`config.mk`:
```
export PLATFORM = sky130hd
export DESIGN_NAME = regfile_param
export DESIGN_NICKNAME = d
export VERILOG_FILES = /design/src/rtl/regfile_pkg.sv /design/src/rtl/regfile_clr_seq.sv /design/src/rtl/regfile_param.sv
export SDC_FILE = /design/constraint.sdc
export NUM_CORES = 2
export LEC_CHECK = 0
export ABC_AREA = 1
export CAP_MARGIN = 20
export CORE_ASPECT_RATIO = 1.2
export CORE_MARGIN = 2
export CORE_UTILIZATION = 30
export CTS_CLUSTER_DIAMETER = 40
export CTS_CLUSTER_SIZE = 28
export DETAILED_ROUTE_END_ITERATION = 16
export PLACE_DENSITY = 0.51
export SYNTH_ARGS = -nofsm -noshare
export SYNTH_HDL_FRONTEND = slang
export SYNTH_SLANG_ARGS = --single-unit
```
`constraint.sdc`:
```
create_clock -name clk_i -period 2.8 [get_ports clk_i]
set_clock_uncertainty 0.05 [all_clocks]
set_input_delay 0.56 -clock clk_i [delete_from_list [all_inputs] [get_ports clk_i]]
set_output_delay 0.56 -clock clk_i [all_outputs]
set_load 0.01 [all_outputs]
```
`src/rtl/regfile_pkg.sv`:
```
// Shared types and default sizing for the parametrised register file.
// The clear sequencer and the top-level storage both import this package.
package regfile_pkg;

    typedef enum logic {
        ST_IDLE  = 1'b0,
        ST_CLEAR = 1'b1
    } state_t;

    localparam int DEF_XLEN = 32;
    localparam int DEF_NREG = 32;

endpackage

```
`src/rtl/regfile_clr_seq.sv`:
```
// Soft-clear sequencer: walks an index over every register, one per clock.
// Emits busy/clear-enable while walking; a walk cannot be restarted once begun.
module regfile_clr_seq
    import regfile_pkg::*;
#(
    parameter int NREG = DEF_NREG,
    parameter int AW   = $clog2(NREG)
) (
    input  logic          clk_i,
    input  logic          rst_ni,
    input  logic          clr_i,
    output logic          busy_o,
    output logic          clr_en_o,
    output logic [AW-1:0] clr_idx_o
);

    localparam logic [AW-1:0] LAST_IDX = AW'(NREG - 1);

    state_t        state_q, state_d;
    logic [AW-1:0] cnt_q, cnt_d;

    always_comb begin
        state_d = state_q;
        cnt_d   = cnt_q;
        case (state_q)
            ST_IDLE: begin
                if (clr_i) begin
                    state_d = ST_CLEAR;
                    cnt_d   = '0;
                end
            end
            ST_CLEAR: begin
                // clr_i is deliberately ignored here; a held request re-arms from IDLE.
                if (cnt_q == LAST_IDX) begin
                    state_d = ST_IDLE;
                    cnt_d   = '0;
                end else begin
                    cnt_d = cnt_q + 1'b1;
                end
            end
            default: begin
                state_d = ST_IDLE;
                cnt_d   = '0;
            end
        endcase
    end

    always_ff @(posedge clk_i or negedge rst_ni) begin
        if (!rst_ni) begin
            state_q <= ST_IDLE;
            cnt_q   <= '0;
        end else begin
            state_q <= state_d;
            cnt_q   <= cnt_d;
        end
    end

    assign busy_o    = (state_q == ST_CLEAR);
    assign clr_en_o  = busy_o;
    assign clr_idx_o = cnt_q;

endmodule

```
`src/rtl/regfile_param.sv`:
```
// NREG x XLEN register file: two combinational read ports, one synchronous write
// port, optional hardwired-zero r0, optional write-to-read bypass and soft clear.
module regfile_param
    import regfile_pkg::*;
#(
    parameter int XLEN     = DEF_XLEN,
    parameter int NREG     = DEF_NREG,
    parameter int AW       = $clog2(NREG),
    parameter int ZERO_REG = 1,
    parameter int BYPASS   = 1
) (
    input  logic            clk_i,
    input  logic            rst_ni,
    input  logic [AW-1:0]   rs1_i,
    input  logic [AW-1:0]   rs2_i,
    input  logic [AW-1:0]   rd_i,
    input  logic            we_i,
    input  logic [XLEN-1:0] datord_i,
    input  logic            clr_i,
    output logic            busy_o,
    output logic            wr_drop_o,
    output logic [XLEN-1:0] dators1_o,
    output logic [XLEN-1:0] dators2_o
);

    // Storage is padded to a power of two so any address indexes a defined slot.
    localparam int            NSLOT  = 1 << AW;
    localparam logic [AW:0]   NREG_W = (AW + 1)'(NREG);

    logic                       busy;
    logic                       clr_en;
    logic [AW-1:0]              clr_idx;
    logic                       rd_in_range;
    logic                       rd_is_zero;
    logic                       wr_accept;
    logic                       wr_drop_d;
    logic                       wr_drop_q;
    logic [NSLOT-1:0][XLEN-1:0] regs_flat;

    regfile_clr_seq #(
        .NREG (NREG),
        .AW   (AW)
    ) u_clr_seq (
        .clk_i     (clk_i),
        .rst_ni    (rst_ni),
        .clr_i     (clr_i),
        .busy_o    (busy),
        .clr_en_o  (clr_en),
        .clr_idx_o (clr_idx)
    );

    assign rd_in_range = ({1'b0, rd_i} < NREG_W);
    assign rd_is_zero  = (ZERO_REG != 0) && (rd_i == '0);
    assign wr_accept   = we_i && !busy && rd_in_range && !rd_is_zero;
    // A write to a hardwired r0 is discarded silently, so it never raises a drop.
    assign wr_drop_d   = we_i && (busy || !rd_in_range);

    always_ff @(posedge clk_i or negedge rst_ni) begin
        if (!rst_ni) begin
            wr_drop_q <= 1'b0;
        end else begin
            wr_drop_q <= wr_drop_d;
        end
    end

    genvar gi;
    generate
        for (gi = 0; gi < NSLOT; gi++) begin : g_slot
            if (gi < NREG && !(ZERO_REG != 0 && gi == 0)) begin : g_live
                localparam logic [AW-1:0] IDX = AW'(gi);
                logic [XLEN-1:0] slot_q;

                always_ff @(posedge clk_i or negedge rst_ni) begin
                    if (!rst_ni) begin
                        slot_q <= '0;
                    end else if (clr_en && clr_idx == IDX) begin
                        slot_q <= '0;
                    end else if (wr_accept && rd_i == IDX) begin
                        slot_q <= datord_i;
                    end
                end

                assign regs_flat[gi] = slot_q;
            end else begin : g_tied
                assign regs_flat[gi] = '0;
            end
        end
    endgenerate

    function automatic logic [XLEN-1:0] read_port(
        input logic [AW-1:0]              rs,
        input logic [NSLOT-1:0][XLEN-1:0] regs,
        input logic                       busy_v,
        input logic                       accept_v,
        input logic [AW-1:0]              wa,
        input logic [XLEN-1:0]            wd
    );
        logic [XLEN-1:0] val;
        val = regs[rs];
        if (({1'b0, rs} >= NREG_W) || ((ZERO_REG != 0) && rs == '0) || busy_v) begin
            val = '0;
        end else if ((BYPASS != 0) && accept_v && wa == rs) begin
            val = wd;
        end
        return val;
    endfunction

    assign dators1_o = read_port(rs1_i, regs_flat, busy, wr_accept, rd_i, datord_i);
    assign dators2_o = read_port(rs2_i, regs_flat, busy, wr_accept, rd_i, datord_i);

    assign busy_o    = busy;
    assign wr_drop_o = wr_drop_q;

endmodule

```
==> qor.json <==
{
  "floorplanning": {
    "die_h_um": 490.8,
    "die_area_um2": 201100,
    "fp-row-count": 178,
    "io_pins": 117,
    "initial_utilization": 0.3019,
    "floorplan.core_area_um2": 196200,
    "die_w_um": 409.7
  },
  "synthesis": {
    "yosysWarnings": 0,
    "syn_avg_cell_area_um2": 6.910,
    "synth_fp_nets": 8631,
    "synth.cell_area_um2": 59240,
    "postSynthRegisterBits": 999,
    "synthDistinctLibCells": 33,
    "syn-instance-count": 8574,
    "seq_area_frac_synth": 0.4220
  },
  "critical_path": {
    "cp_max_fo": 9,
    "reg2reg_setup_slack_ps": 110,
    "r2r-end": "g_slot[13].g_live.slot_q[25]$_DFFE_PN0P_",
    "worst_ep_arrival_time_ps": 2600,
    "critical_path_required_ps": 2190,
    "timing_worst_setup_path_type": "flop to output pin",
    "timing.rr.start": "u_clr_seq.busy_o$_DFF_PN0_",
    "end_kind": "output pin",
    "ff2ff_path_depth": 10,
    "critical_path.startpoint_type": "flop"
  },
  "worst_hold_path": {
    "worst_hold_startpoint": "we_i",
    "holdCritPathClass": "input port to flop",
    "hold-path-endpoint": "wr_drop_o$_DFF_PN0_",
    "holdPathStages": 3
  },
  "global_route": {
    "grt.total_usage": 0.3700,
    "grtUsageMet2": 0.5204,
    "top_usage_layer": "met2",
    "global_route_track_usage_on_met3": 0.1301,
    "grt_pass1_vias": 67310,
    "maximum_number_of_pins_on_one_net_before_global_route_repair": 80,
    "gr-total-overflow": 0,
    "antenna_found_initial": 31,
    "wire_length_of_the_first_global_routing_pass_um": 528400,
    "grt.met1_usage": 0.4549
  },
  "clock_network": {
    "cts_tree": "yes",
    "cts_num_sinks": 999,
    "cts-root-to-sink-buffers": 3,
    "cts_root_buffer": "clkbuf_16",
    "total_clock_buffers_created_by_cts": 179,
    "clk-insertion-delay-late_ps": 850,
    "cts_htree_levels": 4,
    "path_clk_slew_ps": 60
  },
  "placed_design": {
    "place.gp.congestion": 1.012,
    "io_buffer_count": 116,
    "placed_wire_length_estimate_um": 257200
  },
  "power_and_ir_drop": {
    "cellLeakagePower_nw": 38.62,
    "p_total_mw": 56.60,
    "power_density_nw_per_um2": 709.0,
    "max-vdd-ir-drop_mv": 0.5750
  },
  "final_layout": {
    "nNetsFinal": 9176,
    "final_core_utilization": 0.4069,
    "layout_common_cells": "nand2_1, nand3_1, dfrtp_1",
    "final_common_cell": "nand2_1",
    "final_layout_size_suffix_gt1_frac": 0.1825,
    "flow.area_growth_from_synthesis_pct": 34.75
  },
  "timing": {
    "min_period_ps": 3206,
    "final.setup.worst_slack_ps": -406.4,
    "worst_hold_slack_ps": 237.9,
    "setup_repair_after_global_routing_missed_its_margin": "yes",
    "achievable-frequency_mhz": 311.9,
    "setup-violations-final": 64,
    "min_period_over_period": 1.145,
    "tightestPinTransition_ps": 701.7,
    "slew_viol_final": 0,
    "timing_hold_violations_final": 0,
    "timing.slew.headroom": 0.5322
  },
  "run_status": {
    "outcome": "finished, violations left",
    "violations": "setup timing"
  },
  "detailed_routing": {
    "drt_drc_violations_left": 0,
    "route.antenna.remaining_nets": 0,
    "route.vias.total": 70950,
    "via_to_cell_ratio": 5.961,
    "firstDrtPassIters": 7,
    "wire_per_inst_um": 32.12,
    "route.final.wire_length_um": 382300,
    "detailedRoute.firstIterationViolations": 10190
  },
  "flow_run": {
    "max_cap_viol_count": 0
  }
}
layer usage:
metal | vias to the layer above | part of all wire
met1 | 34380 | 0.36
met5 | - | 0.00042
met3 | 1664 | 0.13
met4 | 26 | 0.097
met2 | 5558 | 0.41
li1 | 29320 | -
cells in the mapped netlist:
| master | count | share of area |
|---|---|---|
| inv_4 | 5 | 0.00053 |
| buf_4 | 12 | 0.0015 |
| o21ai_2 | 2 | 0.00030 |
| inv_1 | 997 | 0.063 |
| clkbuf_1 | 485 | 0.031 |
| nand2_1 | 2226 | 0.14 |
| o21ai_1 | 75 | 0.0063 |
| ha_1 | 6 | 0.0013 |
| xor2_1 | 3 | 0.00044 |
| clkinv_1 | 18 | 0.0011 |
| dfrtp_1 | 999 | 0.42 |
| nor2_2 | 6 | 0.00063 |
| nor3_1 | 13 | 0.0011 |
| buf_12 | 1 | 0.00034 |
| nand3_1 | 2082 | 0.18 |
| or2_2 | 1 | 0.00011 |
| nor2_1 | 127 | 0.0080 |
| nor2_8 | 5 | 0.0017 |
| nand2_4 | 3 | 0.00057 |
| buf_6 | 8 | 0.0015 |
| o21ai_0 | 423 | 0.036 |
| nor3_4 | 2 | 0.00055 |
| nand2_2 | 7 | 0.00074 |
| a21oi_1 | 293 | 0.025 |
| o22ai_2 | 50 | 0.011 |
| nor2_4 | 7 | 0.0013 |
| buf_2 | 141 | 0.012 |
| nand4_1 | 6 | 0.00063 |
| inv_2 | 23 | 0.0015 |
| xnor2_1 | 1 | 0.00015 |
| nor3_2 | 2 | 0.00034 |
| o22ai_1 | 450 | 0.048 |
| buf_1 | 95 | 0.0060 |
area by class of cell:
type / count / area [um^2]
timing repair buffer: 1106 / 12820
antenna: 17 / 42.54
sequential: 999 / 25000
fill: 20020 / 116400
inverter: 1043 / 3983
tap: 2610 / 3266
clock inverter: 125 / 1911
clock buffer: 212 / 4815
multi-input combinational: 5790 / 28000
per-stage QoR:
step                      area [um^2]  setup slack (ps)  setup TNS (ps)  std cells
after detailed placement        71800             -1079         -188310      11500
after global placement          71800             -1103         -197110      11500
after CTS                       79460            -446.2          -23780      11880
after floorplan                 59240             281.9               0       8574
after global routing            79790            -505.2          -26480      11890
final                           79830            -406.4          -21590      11900
cell families (layout without fill, tap and decap cells):
logic type                 Yosys count  in the layout  share of synthesized area
other                                0             17                          0
adders and majority gates            6              6                   0.001267
buffers and inverters             1785           2486                     0.1183
AOI/OAI and AO/OA                 1293           1293                     0.1252
DFF                                999            999                     0.4220
and+or+nand+nor                   4487           4487                     0.3327
xor gates and xnor gates             4              4                  0.0005914
worst max path at each step:
stage | startpoint | endpoint | slack [ps]
5_1_grt | u_clr_seq.busy_o$_DFF_PN0_ | dators1_o[21] | -510
6_report | u_clr_seq.busy_o$_DFF_PN0_ | dators2_o[16] | -410
2_1_floorplan | rs1_i[0] | dators1_o[25] | 280
3_3_place_gp | rd_i[2] | dators1_o[5] | -1100
3_5_place_dp | rd_i[1] | dators2_o[9] | -1080
4_1_cts | u_clr_seq.busy_o$_DFF_PN0_ | dators2_o[19] | -450
state kept, by name, summed over array words and instances (netlist names):
name                  cells
wr_drop_o                 1
u_clr_seq.busy_o          1
u_clr_seq.clr_idx_o       5
g_slot.g_live.slot_q    992
worst max-delay path, stage by stage (launching register included):
cell and delay [ps]:
dfrtp_2 470, nor2_4 200, nand2_4 100, clkinv_8 90
buf_12 160, nand2_4 130, buf_12 170, nand3_1 90
nand2_1 100, inv_1 70, buf_2 130
power breakdown:
part           switching [mW]  leakage (nW)  internal (mW)
clock                    9.15          3.22           15.4
combinational            10.3          21.6           4.83
sequential              0.796          13.8           16.2
total                    20.2          38.6           36.4
repair_timing:
action                                 CTS  global route
setup endpoints to repair               64            64
endpoints found under the hold margin   18             0
pin swaps                               38            39
gates cloned                            14             4
setup buffers                           22            11
hold buffers                             1             0
resized for setup                      433            71
Power figures use the tool's default switching activity.
